==> src/rtl/sequenceur_partie.sv <==
// Game-level controller for the three-brick game: sequences wait/serve/play/win/lose,
// moves the paddle once per frame and keeps bricks, score and lives.
module sequenceur_partie #(
    parameter int LARGEUR_ECRAN    = 640,
    parameter int LARGEUR_RAQUETTE = 64,
    parameter int PAS_RAQUETTE     = 4,
    parameter int VIES_INIT        = 3,
    parameter int DELAI_SERVICE    = 60
) (
    input  logic       clk,
    input  logic       reset,
    input  logic       enable,
    input  logic       boutonPlus,
    input  logic       boutonMoins,
    input  logic       debut_trame,
    input  logic [2:0] collision_brique,
    input  logic       balle_perdue,
    output logic [9:0] raquette_x,
    output logic [2:0] briques_actives,
    output logic [3:0] score,
    output logic [1:0] vies,
    output logic [2:0] etat,
    output logic       maj_balle,
    output logic       servir
);

    localparam int          CW        = $clog2(DELAI_SERVICE + 1);
    localparam logic [10:0] X_MAX     = 11'(LARGEUR_ECRAN - LARGEUR_RAQUETTE);
    localparam logic [9:0]  X_MAX10   = 10'(LARGEUR_ECRAN - LARGEUR_RAQUETTE);
    localparam logic [9:0]  X_CENTRE  = 10'((LARGEUR_ECRAN - LARGEUR_RAQUETTE) / 2);
    localparam logic [10:0] PAS11     = 11'(PAS_RAQUETTE);
    localparam logic [9:0]  PAS10     = 10'(PAS_RAQUETTE);
    localparam logic [1:0]  VIES_DEP  = 2'(VIES_INIT);
    localparam logic [CW-1:0] DELAI_M1 = CW'(DELAI_SERVICE - 1);

    typedef enum logic [2:0] {
        ATTENTE = 3'd0,
        SERVICE = 3'd1,
        JEU     = 3'd2,
        GAGNE   = 3'd3,
        PERDU   = 3'd4
    } etat_t;

    etat_t etat_q, etat_d;

    logic [1:0]    sync_plus, sync_moins;
    logic          prev_plus;
    logic [CW-1:0] compteur, compteur_d;

    logic [9:0]  x_d;
    logic [2:0]  briques_d;
    logic [3:0]  score_d;
    logic [1:0]  vies_d;
    logic        maj_d, servir_d;

    logic        plus_lvl, moins_lvl, plus_front;
    logic [10:0] x_somme;
    logic [9:0]  x_deplace;
    logic [2:0]  touches, briques_rest;
    logic [3:0]  nb_touches;

    assign plus_lvl   = sync_plus[1];
    assign moins_lvl  = sync_moins[1];
    assign plus_front = sync_plus[1] & ~prev_plus;

    // Paddle candidate position; the 11-bit sum keeps the right-edge clamp free of wrap-around.
    always_comb begin
        x_somme   = {1'b0, raquette_x} + PAS11;
        x_deplace = raquette_x;
        if (plus_lvl && !moins_lvl) begin
            x_deplace = (x_somme > X_MAX) ? X_MAX10 : x_somme[9:0];
        end else if (moins_lvl && !plus_lvl) begin
            x_deplace = (raquette_x < PAS10) ? 10'd0 : raquette_x - PAS10;
        end
    end

    assign touches      = collision_brique & briques_actives;
    assign briques_rest = briques_actives & ~touches;
    assign nb_touches   = {3'b000, touches[0]} + {3'b000, touches[1]} + {3'b000, touches[2]};

    always_comb begin
        etat_d     = etat_q;
        x_d        = raquette_x;
        briques_d  = briques_actives;
        score_d    = score;
        vies_d     = vies;
        compteur_d = compteur;
        maj_d      = 1'b0;
        servir_d   = 1'b0;
        case (etat_q)
            ATTENTE: begin
                if (plus_front) begin
                    etat_d     = SERVICE;
                    compteur_d = '0;
                end
            end
            SERVICE: begin
                if (debut_trame) begin
                    x_d = x_deplace;
                    if (compteur == DELAI_M1) begin
                        servir_d   = 1'b1;
                        etat_d     = JEU;
                        compteur_d = '0;
                    end else begin
                        compteur_d = compteur + 1'b1;
                    end
                end
            end
            JEU: begin
                if (debut_trame) begin
                    x_d   = x_deplace;
                    maj_d = 1'b1;
                end
                briques_d = briques_rest;
                score_d   = score + nb_touches;
                // Clearing the last brick wins even if the ball is lost in the same cycle.
                if (briques_rest == 3'b000) begin
                    etat_d = GAGNE;
                end else if (balle_perdue) begin
                    vies_d = vies - 2'd1;
                    if (vies == 2'd1) begin
                        etat_d = PERDU;
                    end else begin
                        etat_d     = SERVICE;
                        compteur_d = '0;
                    end
                end
            end
            GAGNE, PERDU: begin
                if (plus_front && moins_lvl) begin
                    etat_d    = ATTENTE;
                    x_d       = X_CENTRE;
                    briques_d = 3'b111;
                    score_d   = 4'd0;
                    vies_d    = VIES_DEP;
                end
            end
            default: etat_d = ATTENTE;
        endcase
    end

    // With enable low every register holds; only the two strobes are pulled low.
    always_ff @(posedge clk) begin
        if (reset) begin
            etat_q          <= ATTENTE;
            raquette_x      <= X_CENTRE;
            briques_actives <= 3'b111;
            score           <= 4'd0;
            vies            <= VIES_DEP;
            compteur        <= '0;
            maj_balle       <= 1'b0;
            servir          <= 1'b0;
            sync_plus       <= 2'b00;
            sync_moins      <= 2'b00;
            prev_plus       <= 1'b0;
        end else if (enable) begin
            etat_q          <= etat_d;
            raquette_x      <= x_d;
            briques_actives <= briques_d;
            score           <= score_d;
            vies            <= vies_d;
            compteur        <= compteur_d;
            maj_balle       <= maj_d;
            servir          <= servir_d;
            sync_plus       <= {sync_plus[0], boutonPlus};
            sync_moins      <= {sync_moins[0], boutonMoins};
            prev_plus       <= sync_plus[1];
        end else begin
            maj_balle <= 1'b0;
            servir    <= 1'b0;
        end
    end

    assign etat = etat_q;

endmodule

==> config.mk <==
export PLATFORM = sky130hd
export DESIGN_NAME = sequenceur_partie
export DESIGN_NICKNAME = d
export VERILOG_FILES = /design/src/rtl/sequenceur_partie.sv
export SDC_FILE = /design/constraint.sdc
export NUM_CORES = 1
export LEC_CHECK = 0
export ABC_CLOCK_PERIOD_IN_PS = 2600
export CORE_MARGIN = 3
export CORE_UTILIZATION = 49
export CTS_BUF_LIST = sky130_fd_sc_hd__clkbuf_16
export CTS_CLUSTER_SIZE = 25
export DETAILED_ROUTE_END_ITERATION = 6
export PLACE_DENSITY = 0.8
export SLEW_MARGIN = 40
export SYNTH_ARGS = -nofsm -noshare
export SYNTH_HDL_FRONTEND = slang
export SYNTH_SLANG_ARGS = --single-unit
==> constraint.sdc <==
create_clock -name clk -period 2.6 [get_ports clk]
set_input_delay 0.78 -clock clk [delete_from_list [all_inputs] [get_ports clk]]
set_output_delay 0.78 -clock clk [all_outputs]
set_load 0.005 [all_outputs]
# After elaboration in Yosys (flattened, before gate mapping)
# Index checks and enable logic that the tools add are counted.
dict set report classes {
  n_addsub 7
  reduce_logical 19
  n_eq_ne 16
  magnitude_cmp 2
  mux 32
  bitwise 9
}
# op n
set op_table {}
lappend op_table {{two-way mux 10 bit} 6}
lappend op_table {{two-way mux 6 bit} 6}
lappend op_table {{two-way mux 3 bit} 8}
lappend op_table {{case mux 10 bit (2 select lines)} 1}
lappend op_table {{case mux 6 bit (3 select lines)} 1}
lappend op_table {{!= test 2 bit (second input constant)} 7}
lappend op_table {{case mux 3 bit (4 select lines)} 1}
lappend op_table {{adder 10 x 3 -> 11 bit (second input constant)} 1}
lappend op_table {{greater-than comparator 11 x 10 -> 1 bit (second input constant)} 1}
lappend op_table {{< comparator 10 x 3 -> 1 bit (second input constant)} 1}
lappend op_table {{AND reduction 5 bit} 2}
lappend op_table {{subtractor 10 x 3 -> 10 bit (second input constant)} 1}
lappend op_table {{case mux 4 bit (2 select lines)} 1}
lappend op_table {{AND reduction 7 bit} 1}
lappend op_table {{adder 6 x 1 -> 6 bit (second input constant)} 1}
lappend op_table {{bitwise AND 3 bit} 2}
lappend op_table {{equality test 3 x 2 -> 1 bit (second input constant)} 2}
lappend op_table {{equality test 6 bit (second input constant)} 1}
lappend op_table {{logical NOT 3 bit} 2}
lappend op_table {{two-way mux 2 bit} 3}
lappend op_table {{case mux 3 bit (2 select lines)} 1}
lappend op_table {{AND reduction 6 bit} 1}
lappend op_table {{inverter 1 bit} 5}
lappend op_table {{adder 4 x 3 -> 4 bit} 1}
lappend op_table {{22 further kinds} 28}
dict set report word_totals {
  ff_bits 35
  in_bits 10
}

# Longest topological paths before layout
dict set report depth {
  ltp_word 6
  ltp_mapped 7
  ltp_nobuf 7
}

# Least setup slack after synthesis
# No wires, ideal clock.
dict set report synth_timing {
  path_type {input port to flip-flop}
  from {input collision_brique[0]}
  to {register score[1]}
  path_stages 7
  arrival_ps 2515
  path_slack_ps 14
  n_path_buf 0
  cell_sequence {and2_1 > fa_1 > ha_1 > inv_1 > fa_1 > or3_1 > a21oi_1}
}
dict set report synth_between {
  elab_chain_len 5
}
# element line
set synth_rtl {}
lappend synth_rtl {{start: declaration} 16} ;# input logic [2:0] collision_brique,
lappend synth_rtl {{bitwise AND 3 bit} 77} ;# assign touches = collision_brique & briques_actives;
lappend synth_rtl {{adder 1 x 1 -> 2 bit} 79} ;# assign nb_touches = {3'b000, touches[0]} + {3'b000, touches[1]} + {3'b000, touches[2]};
lappend synth_rtl {{adder 2 x 1 -> 3 bit} 79}
lappend synth_rtl {{adder 4 x 3 -> 4 bit} 115} ;# score_d = score + nb_touches;
lappend synth_rtl {{case mux 4 bit (2 select lines)} 90} ;# case (etat_q)
lappend synth_rtl {{end signal: assignment} 160} ;# score <= score_d;
lappend synth_rtl {{end: declaration} 20} ;# output logic [3:0] score,
# Every way passes these cells.
# A chain may end at the register's enable or synchronous reset.

# Worst setup path after layout
dict set report layout_timing {
  from {input collision_brique[2]}
  to {register score[1]}
}
dict set report layout_between {
  elab_chain_len 4
}
# element line
set layout_rtl {}
lappend layout_rtl {{bitwise AND 3 bit} 77}
lappend layout_rtl {{adder 2 x 1 -> 3 bit} 79}
lappend layout_rtl {{adder 4 x 3 -> 4 bit} 115}
lappend layout_rtl {{case mux 4 bit (2 select lines)} 90}
# Every way passes these cells.

==> metrics.md <==
| Metric | Value |
|---|---|
| Layout cell share with drive strength beyond 1 | 0.143 |
| Commonest cells in the synthesized netlist | dfxtp_1, nand2_1, a21oi_1, nor2_1, inv_1 |
| Fraction of the cycle the final worst path needs | 0.979 |
| Tot Pwr | 1.16 mW |
| TritonCTS Buffers | 5 |
| Crit-path max FO | 3 |
| P&R area growth vs syn | 22.9% |
| Startpoint Class | input pin |
| Clock tree buffer depth | 2 |
| WP data arrival | 2.76 ns |
| DRT iter0 DRCs | 238 |
| ANT cells | 0 |
| Maximum number of pins on one net before global-route repair | 22 |
| Final WL | 5.18 mm |
| GR Util met1 | 0.276 |
| CTS Hold Buffers Added | 0 |
| Worst-path clk slew | 0.05 ns |
| Layer with the highest usage | met2 |
| Multi-input logic area | 0.00142 sq mm |
| Sequential area share after synthesis | 0.295 |
| Die area | 0.00542 sq mm |
| Met3 Use GR | 0.0451 |
| H-tree depth | 2 |
| CTS tree | built |
| Crit-path max cell delay | 0.50 ns |
| Synth Register Bits | 33 |
| Unrepaired setup endpoints after global routing | no |
| Tot GR Track Use | 0.208 |
| Req. time, crit path | 2.81 ns |
| Reg area | 661 sq um |
| Crit path time final | 2.55 ns |
| P per Cell Area | 421 mW/mm^2 |
| Synth unique cells | 67 |
| Avg WL per Cell | 15.1 um |
| Final setup TNS | 0 ns |
| CP most frequent cell | fa_1 |
| Antenna violations before repair | 0 |
| Via density | 6.02 |
| Worst Clk Skew | 0.00375 ns |
| Gpl congestion | 0.900 |
| Vias | 2066 |
| Routing usage on met2 | 0.342 |
| Io pins | 34 |
| Fin worst setup slack | 0.0545 ns |
| Post-CTS setup buffers | 0 |
| Die width | 73.6 um |
| Min-Delay Path Class | register to register |
| Final hold viol count | 0 |
| Fin Hold WS | 0.482 ns |
| GR Overflow Total | 0 |
| Clk Latency, worst-skew pair | 0.27 ns |
| Synth area leader | dfxtp_1 |
| Critical Path Sink Type | register |
| Layout Nets | 311 |
| Tightest Pin Transition | 0.493 ns |
| Mapped Cells | 259 |
| Dpl ws | -0.507 ns |
| Initial DRT Pass Iterations | 4 |
| Critical path class | input pin to register |
| Share of the synthesized area in the top cell type | 0.295 |
| DR DRC count | 0 |
| Port-buffer cells | 31 |
| Outcome | finished, final reports clean |
| Leakage power | 1.00 nW |
| Crit-path cells | dlygate4sd2_1 > and2_4 > fa_1 > ha_2 > inv_1 > fa_1 > or3_1 > a21oi_2 |
| Fill cell count | 329 |
| Slowest CP cell | fa_1 |
| Post-synth EDFFs | 0 |
| Peak supply drop | 358 uV |
| Max-slew violations | 0 |
| Main synth FF type | dfxtp_1 |
| Core Region | 0.00420 sq mm |
| Mapped Area | 0.00224 sq mm |
| # rows | 23 |
| HPWL after DPL | 3.75 mm |
| FFs w/ async S/R, synth | 0 |
| Number of global-route vias before repair | 1931 |
| DRT antenna net count | 0 |
| Max Fclk | 0.393 GHz |
| Root cell of the clock tree | clkbuf_16 |
| Reg-to-reg slack, setup | 0.40 ns |
| First-pass GRT wire length | 9.00 mm |
| Yosys warning count | 0 |
| Clk sinks | 33 |
| Syn avg cell area | 8.66 sq um |
| Starting density of the core | 0.534 |
| Max_cap viols | 0 |
| Slew headroom | 0.669 |
| Core Util, Final | 0.656 |
| Most frequent cell after synthesis | dfxtp_1 |
| Vert. Die Dim | 73.6 um |
| Endpoints failing setup | 0 |
| Area contributors post-synth | dfxtp_1, mux2i_1, a21oi_1, ha_1, nand2_1 |
[cells by family (layout without fill, tap and decap cells)]
group	after synthesis	in the layout	share of synthesized area
compound gates	68	68	0.242
simple gates	97	97	0.256
buf+inv	34	67	0.0776
flops	33	33	0.295
other cells	1	2	0.00167
xor+xnor	7	7	0.0273
fa+ha+maj	8	8	0.0513
mux	11	11	0.0497
[timing repair]
item / 4_1_cts / 5_1_grt
pin swaps: 4 / 1
hold endpoints to repair: 0 / 0
setup endpoints to repair: 2 / 1
gates resized for setup: 5 / 1
[routing by layer]
layer  vias to the layer above  routed length, um
li1                       1019                  -
met4                         0                 27
met5                         -                  0
met3                         4                302
met1                       975               2400
met2                        68               2460
[cell usage in the layout (no fill, tap or decap), types with 5 or more instances in the layout]
| cell | count |
|---|---|
| a21oi_1 | 15 |
| and2_1 | 6 |
| buf_4 | 15 |
| clkbuf_16 | 5 |
| clkdlybuf4s50_1 | 29 |
| dfxtp_1 | 33 |
| ha_1 | 5 |
| inv_1 | 13 |
| mux2i_1 | 10 |
| nand2_1 | 17 |
| nand3_1 | 7 |
| nand4_1 | 6 |
| nor2_1 | 16 |
| nor3_1 | 6 |
| o21ai_0 | 9 |
| xnor2_1 | 5 |
[final cells by class]
cell class              count  area share
flip-flops and latches     33       0.240
clock inverters             2     0.00409
repair buffers             46       0.153
multi-input cells         193       0.516
well taps                  50      0.0227
clock buffers               5      0.0454
inverters                  14      0.0191
[registers in the layout, summed over array words and instances, names as in the netlist]
signal	flops
raquette_x	8
compteur	6
score	4
briques_actives	3
etat	3
sync_moins	2
sync_plus	2
vies	2
maj_balle	1
prev_plus	1
servir	1
[power breakdown]
group | switching (mW) | internal [mW] | leakage [nW]
logic | 0.0446 | 0.0431 | 0.670
clock network | 0.210 | 0.345 | 0.0633
registers | 0.00614 | 0.511 | 0.267
total | 0.260 | 0.899 | 1.00
[metrics by stage]
stage,cell area (sq um),instances
final,2760,343
after global routing,2760,343
after CTS,2750,343
after detailed placement,2610,336
after global placement,2610,336
after floorplan,2250,260
[path summary, 6_finish.rpt]
kind,from,to,cells after the start
max,collision_brique[2],score[1],8
min,compteur[5],compteur[5],2
min reg2reg,compteur[5],compteur[5],2
max reg2reg,raquette_x[4],raquette_x[5],5
[critical path: cells and delay by family]
family	cells	cell delay, ns
adder cells (fa/ha/maj)	3	1.09
AND/OR/NAND/NOR	2	0.47
buffers and inverters	2	0.30
AO/OA/AOI/OAI	1	0.12
Power figures use the tool's default switching activity.
